===== src/rtl/hazard_defs.sv =====
// Shared definitions for the hazard/forwarding controller: forward-select
// encodings, controller FSM states and a width helper.
package hazard_defs;

    localparam logic [1:0] FWD_REGFILE = 2'b00;
    localparam logic [1:0] FWD_WB      = 2'b01;
    localparam logic [1:0] FWD_MEM     = 2'b10;

    typedef enum logic [0:0] {
        RUN      = 1'b0,
        MEM_WAIT = 1'b1
    } hz_state_t;

    // Bits needed to hold values 0 .. value-1 (minimum 1).
    function automatic int clog2(input int value);
        int width;
        width = 0;
        while ((1 << width) < value) begin
            width = width + 1;
        end
        if (width == 0) begin
            width = 1;
        end
        return width;
    endfunction

endpackage


===== src/rtl/fwd_sel_calc.sv =====
// Single-source forward select: compares one ID source register against
// the destinations of the instructions in EX and MEM. EX wins on a tie.
module fwd_sel_calc
    import hazard_defs::*;
#(
    parameter int AW = 5
) (
    input  logic [AW-1:0] src,
    input  logic          used,
    input  logic          ex_regwrite,
    input  logic [AW-1:0] ex_rd,
    input  logic          mem_regwrite,
    input  logic [AW-1:0] mem_rd,
    output logic [1:0]    sel
);

    logic ex_hit;
    logic mem_hit;

    assign ex_hit  = used & ex_regwrite  & (ex_rd  != '0) & (ex_rd  == src);
    assign mem_hit = used & mem_regwrite & (mem_rd != '0) & (mem_rd == src);

    // Priority select: nearest producer first, register file otherwise.
    always_comb begin
        sel = FWD_REGFILE;
        if (ex_hit) begin
            sel = FWD_MEM;
        end else if (mem_hit) begin
            sel = FWD_WB;
        end
    end

endmodule


===== src/rtl/hazard_fwd_ctrl.sv =====
// Hazard and forwarding controller: load-use bubble, memory-wait freeze,
// registered EX forward selects, stall counters and a sticky timeout flag.
module hazard_fwd_ctrl
    import hazard_defs::*;
#(
    parameter int NUM_SRC     = 2,
    parameter int AW          = 5,
    parameter int CNT_W       = 16,
    parameter int MEM_TIMEOUT = 64
) (
    input  logic                  clk,
    input  logic                  rst_n,
    input  logic [NUM_SRC*AW-1:0] id_src,
    input  logic [NUM_SRC-1:0]    id_src_used,
    input  logic                  ex_regwrite,
    input  logic                  ex_memread,
    input  logic [AW-1:0]         ex_rd,
    input  logic                  mem_regwrite,
    input  logic [AW-1:0]         mem_rd,
    input  logic                  mem_req,
    input  logic                  mem_ready,
    output logic                  pc_write,
    output logic                  ifid_write,
    output logic                  idex_bubble,
    output logic                  freeze,
    output logic [NUM_SRC*2-1:0]  fwd_sel,
    output logic [CNT_W-1:0]      lu_stall_cnt,
    output logic [CNT_W-1:0]      mem_stall_cnt,
    output logic                  mem_timeout
);

    localparam int              WAIT_W   = clog2(MEM_TIMEOUT + 1);
    localparam logic [WAIT_W-1:0] WAIT_MAX = WAIT_W'(MEM_TIMEOUT);
    localparam logic [CNT_W-1:0]  CNT_MAX  = '1;

    logic [NUM_SRC*2-1:0] fwd_pre;
    logic [NUM_SRC-1:0]   lu_hit;
    logic                 lu;

    logic [NUM_SRC*2-1:0] fwd_sel_reg;
    logic [CNT_W-1:0]     lu_cnt_reg;
    logic [CNT_W-1:0]     mem_cnt_reg;
    logic                 timeout_reg;
    logic                 timeout_next;
    hz_state_t            state_reg;
    hz_state_t            state_next;
    logic [WAIT_W-1:0]    wait_cnt_reg;
    logic [WAIT_W-1:0]    wait_cnt_next;

    genvar gi;
    generate
        for (gi = 0; gi < NUM_SRC; gi++) begin : g_src
            fwd_sel_calc #(.AW(AW)) u_calc (
                .src          (id_src[gi*AW +: AW]),
                .used         (id_src_used[gi]),
                .ex_regwrite  (ex_regwrite),
                .ex_rd        (ex_rd),
                .mem_regwrite (mem_regwrite),
                .mem_rd       (mem_rd),
                .sel          (fwd_pre[gi*2 +: 2])
            );
            assign lu_hit[gi] = id_src_used[gi] & (id_src[gi*AW +: AW] == ex_rd);
        end
    endgenerate

    // Stall decisions are gated by rst_n so reset presents a free-running pipe.
    assign freeze      = rst_n & mem_req & ~mem_ready;
    assign lu          = rst_n & ~freeze & ex_memread & (ex_rd != '0) & (|lu_hit);
    assign pc_write    = ~(freeze | lu);
    assign ifid_write  = ~(freeze | lu);
    assign idex_bubble = lu;

    assign fwd_sel       = fwd_sel_reg;
    assign lu_stall_cnt  = lu_cnt_reg;
    assign mem_stall_cnt = mem_cnt_reg;
    assign mem_timeout   = timeout_reg;

    // Forward-select register: hold on freeze, clear for a bubble, else load.
    always_ff @(posedge clk) begin
        if (!rst_n) begin
            fwd_sel_reg <= '0;
        end else if (freeze) begin
            fwd_sel_reg <= fwd_sel_reg;
        end else if (lu) begin
            fwd_sel_reg <= '0;
        end else begin
            fwd_sel_reg <= fwd_pre;
        end
    end

    // Saturating stall event counters.
    always_ff @(posedge clk) begin
        if (!rst_n) begin
            lu_cnt_reg  <= '0;
            mem_cnt_reg <= '0;
        end else begin
            if (lu && (lu_cnt_reg != CNT_MAX)) begin
                lu_cnt_reg <= lu_cnt_reg + 1'b1;
            end
            if (freeze && (mem_cnt_reg != CNT_MAX)) begin
                mem_cnt_reg <= mem_cnt_reg + 1'b1;
            end
        end
    end

    // Memory-wait FSM state, wait counter and sticky timeout register.
    always_ff @(posedge clk) begin
        if (!rst_n) begin
            state_reg    <= RUN;
            wait_cnt_reg <= '0;
            timeout_reg  <= 1'b0;
        end else begin
            state_reg    <= state_next;
            wait_cnt_reg <= wait_cnt_next;
            timeout_reg  <= timeout_next;
        end
    end

    // Memory-wait FSM next state; timeout sets when the count reaches the limit.
    always_comb begin
        state_next    = state_reg;
        wait_cnt_next = wait_cnt_reg;
        case (state_reg)
            RUN: begin
                if (freeze) begin
                    state_next    = MEM_WAIT;
                    wait_cnt_next = WAIT_W'(1);
                end
            end
            MEM_WAIT: begin
                if (freeze) begin
                    if (wait_cnt_reg != WAIT_MAX) begin
                        wait_cnt_next = wait_cnt_reg + 1'b1;
                    end
                end else begin
                    state_next    = RUN;
                    wait_cnt_next = '0;
                end
            end
            default: begin
                state_next    = RUN;
                wait_cnt_next = '0;
            end
        endcase
        timeout_next = timeout_reg | (wait_cnt_next == WAIT_MAX);
    end

endmodule


===== config.mk =====
export PLATFORM = sky130hd
export DESIGN_NAME = hazard_fwd_ctrl
export DESIGN_NICKNAME = d
export VERILOG_FILES = /design/src/rtl/hazard_defs.sv /design/src/rtl/fwd_sel_calc.sv /design/src/rtl/hazard_fwd_ctrl.sv
export SDC_FILE = /design/constraint.sdc
export NUM_CORES = 1
export LEC_CHECK = 0
export CORE_MARGIN = 1
export CORE_UTILIZATION = 49
export DETAILED_ROUTE_END_ITERATION = 7
export PLACE_DENSITY = 0.8
export SYNTH_ARGS = -nofsm -noshare
export SYNTH_HDL_FRONTEND = slang
export SYNTH_SLANG_ARGS = --single-unit

===== constraint.sdc =====
create_clock -name clk -period 2.6 [get_ports clk]
set_input_delay 0.39 -clock clk [delete_from_list [all_inputs] [get_ports clk]]
set_output_delay 0.39 -clock clk [all_outputs]
set_load 0.05 [all_outputs]

==> impl_metrics.toml, run 1 <==
[clocking]
root_buffer = "clkbuf_8"
post_cts_buffers = 0
clkSinkCount = 45
path_clk_slew_ps = 80
clockBufferDepth = 2
numCtsBuffers = 5
clock_latency_ps = 300
cts_tree = "done"
cts_max_level = 2

[detailed_routing]
wl_per_cell_um = 14.1
dr.pass1.iters = 4
detail-route-antenna-nets = 0
vias_per_cell = 5.56
drtIter0Drc = 248
routed_wl_mm = 6.46
vias = 2547
drc_errors = 0

[final_layout]
diodes = 0
stdcell_count = 458
utilization = 0.695
final_common_cell = "clkdlybuf4s50_1"
final_cell_mix = "clkdlybuf4s50_1, dfxtp_1, nand2_1"
layout-drive-gt1-share = 0.106
stdcell_area_um2 = 3550
nets = 420
area_growth_pct = 36.0

[global_routing]
antenna_found_initial = 0
grtUsageTotal = 0.245
grt_pass1_wl_mm = 10.6
grt_pass1_vias = 2260
grt_start_max_net_pins = 16
grt-ovfl-total = 0

[yosys]
synth_edf_count = 0
synthFlopType = "dfxtp_1"
yosysSeqAreaShare = 0.345
synth-async-reset-ratio = 0
syn_inst = 311
synth_nets = 344
ys_ff_latch = 45
yosysWarnings = 0
synth.cell_area_um2 = 2610
synth_area_per_cell_um2 = 8.39
synth.distinct_cells = 58

[critical_path]
max_stage_delay_ps = 470
cp-end-kind = "output port"
cp_top_family = "simple AND/OR/NAND/NOR gates"
path_buf_inv = 2
crit_fanout = 3
worst-setup-path-type = "input port to output port"
path_cells = "clkdlybuf4s50_1 -> nor3_1 -> nand2_1 -> and4_2 -> a21boi_4 -> nor2_1 -> buf_4"
critical_path_required_ps = 2210
crit_arrival_ps = 2140
cpMaxStageDelayCell = "clkdlybuf4s50_1"
crit_path_start_kind = "input port"

[timing]
setup_viol = 0
whs_ps = 460
finalHoldViolCount = 0
max_clock_freq_mhz = 395
timing.final.ws_setup_ps = 69.3
min_period_over_period = 0.973
slew_headroom = 0.639
clock_skew_ps = 6.09
setup_tns_ps = 0
period_minus_slack_ps = 2530
rsz0062_at_grt = "yes"
tightest_slew_ps = 540
maxSlewViolCount = 0

[floorplan]
die-area_um2 = 5620
core_um2 = 5110
start_util = 0.511
num_rows = 26
io_pins = 70
die_w_um = 75.0
die_h_um = 75.0

[run_status]
outcome = "finished clean"

[placement]
gp_congestion = 0.925
dp_cells = 450
dp_hpwl_mm = 5.02
place_ws_ps = 36.1
portBuffers = 69
placed_cell_area_um2 = 3440

[min_path]
hold_path_class = "flop to flop"

[power]
p_total_mw = 1.36
leakagePower_nw = 1.27
powerDensity_nw_per_um2 = 382
ir_drop_v = 0.000195

[run]
cap_violations = 0
[metal layers]
layer  vias to the layer above  global-route usage  wire length [um]
met3                         9              0.0589               343
met2                        72               0.391              3080
met4                         0              0.0881               110
li1                       1282                   -                 -
met5                         -                   0                 0
met1                      1184               0.321              2920
[timing repair]
action,4_1_cts,5_1_grt
setup endpoints to repair,0,3
resized for setup,0,1
hold buffers,0,0
[path summary, 6_finish.rpt]
check	end	cells past startpoint	startpoint	slack (ps)
max reg2reg	mem_stall_cnt[15]	8	mem_stall_cnt[0]	550
min reg2reg	fwd_sel[2]	2	fwd_sel[2]	460
min	fwd_sel[2]	2	fwd_sel[2]	460
max	pc_write	7	ex_rd[1]	70
[Yosys cell counts (2+ instances only)]
cell type,n,share of area
a31oi_1,2,0.0048
and4_1,2,0.0067
o21ai_0,7,0.013
xnor2_1,13,0.044
nor2b_1,2,0.0048
a21oi_1,20,0.038
buf_4,2,0.0058
dfxtp_1,45,0.35
and2_1,5,0.012
ha_1,4,0.019
nand4_1,8,0.019
and3_1,8,0.019
xor2_1,23,0.077
o2111ai_1,3,0.010
a41oi_1,2,0.0067
nor3_1,5,0.0096
nor4_1,5,0.012
o31ai_1,5,0.014
nor4_4,2,0.016
or4_1,3,0.0086
and3_4,2,0.0086
clkbuf_1,6,0.0086
o21a_1,2,0.0058
o21ai_1,8,0.015
inv_1,7,0.010
or3_1,8,0.019
mux2i_1,2,0.0077
nor2_1,31,0.045
nand3_1,17,0.033
nand2_1,32,0.046
nor4_2,2,0.0096
and4b_1,2,0.0077
[worst min-delay path: stages (launching register included)]
cell     delay [ps]
dfxtp_1         320
nand2_1          50
o31ai_1          50
[kinds of logic after synthesis]
| logic type | count (synthesis) | synth area share |
|---|---|---|
| AOI/OAI and AO/OA | 62 | 0.158 |
| xor gates and xnor gates | 36 | 0.121 |
| adders and majority gates | 4 | 0.0192 |
| buffers and inverters | 17 | 0.0302 |
| DFF | 45 | 0.345 |
| muxes | 2 | 0.00767 |
| and+or+nand+nor | 145 | 0.319 |
[cell type report]
| class | instances | area (um^2) |
|---|---|---|
| Inverter | 8 | 30.0 |
| Clock buffer | 7 | 96.3 |
| Fill cell | 434 | 1560 |
| Clock inverter | 1 | 5.00 |
| Timing Repair Buffer | 78 | 786 |
| Sequential cell | 45 | 901 |
| Tap cell | 70 | 87.6 |
| Multi-Input combinational cell | 249 | 1640 |
[power breakdown]
group          internal (mW)  switching [mW]
Sequential             0.693         0.00681
Clock                  0.240           0.240
Combinational         0.0831          0.0929
Note: power is estimated with default switching activity, not from simulation.
==> run 2: changes to the inputs <==
- CTS_CLUSTER_SIZE: unset -> 10
==> results of run 2 <==
Final layout, timing and power as in run 1 (identical DEF).
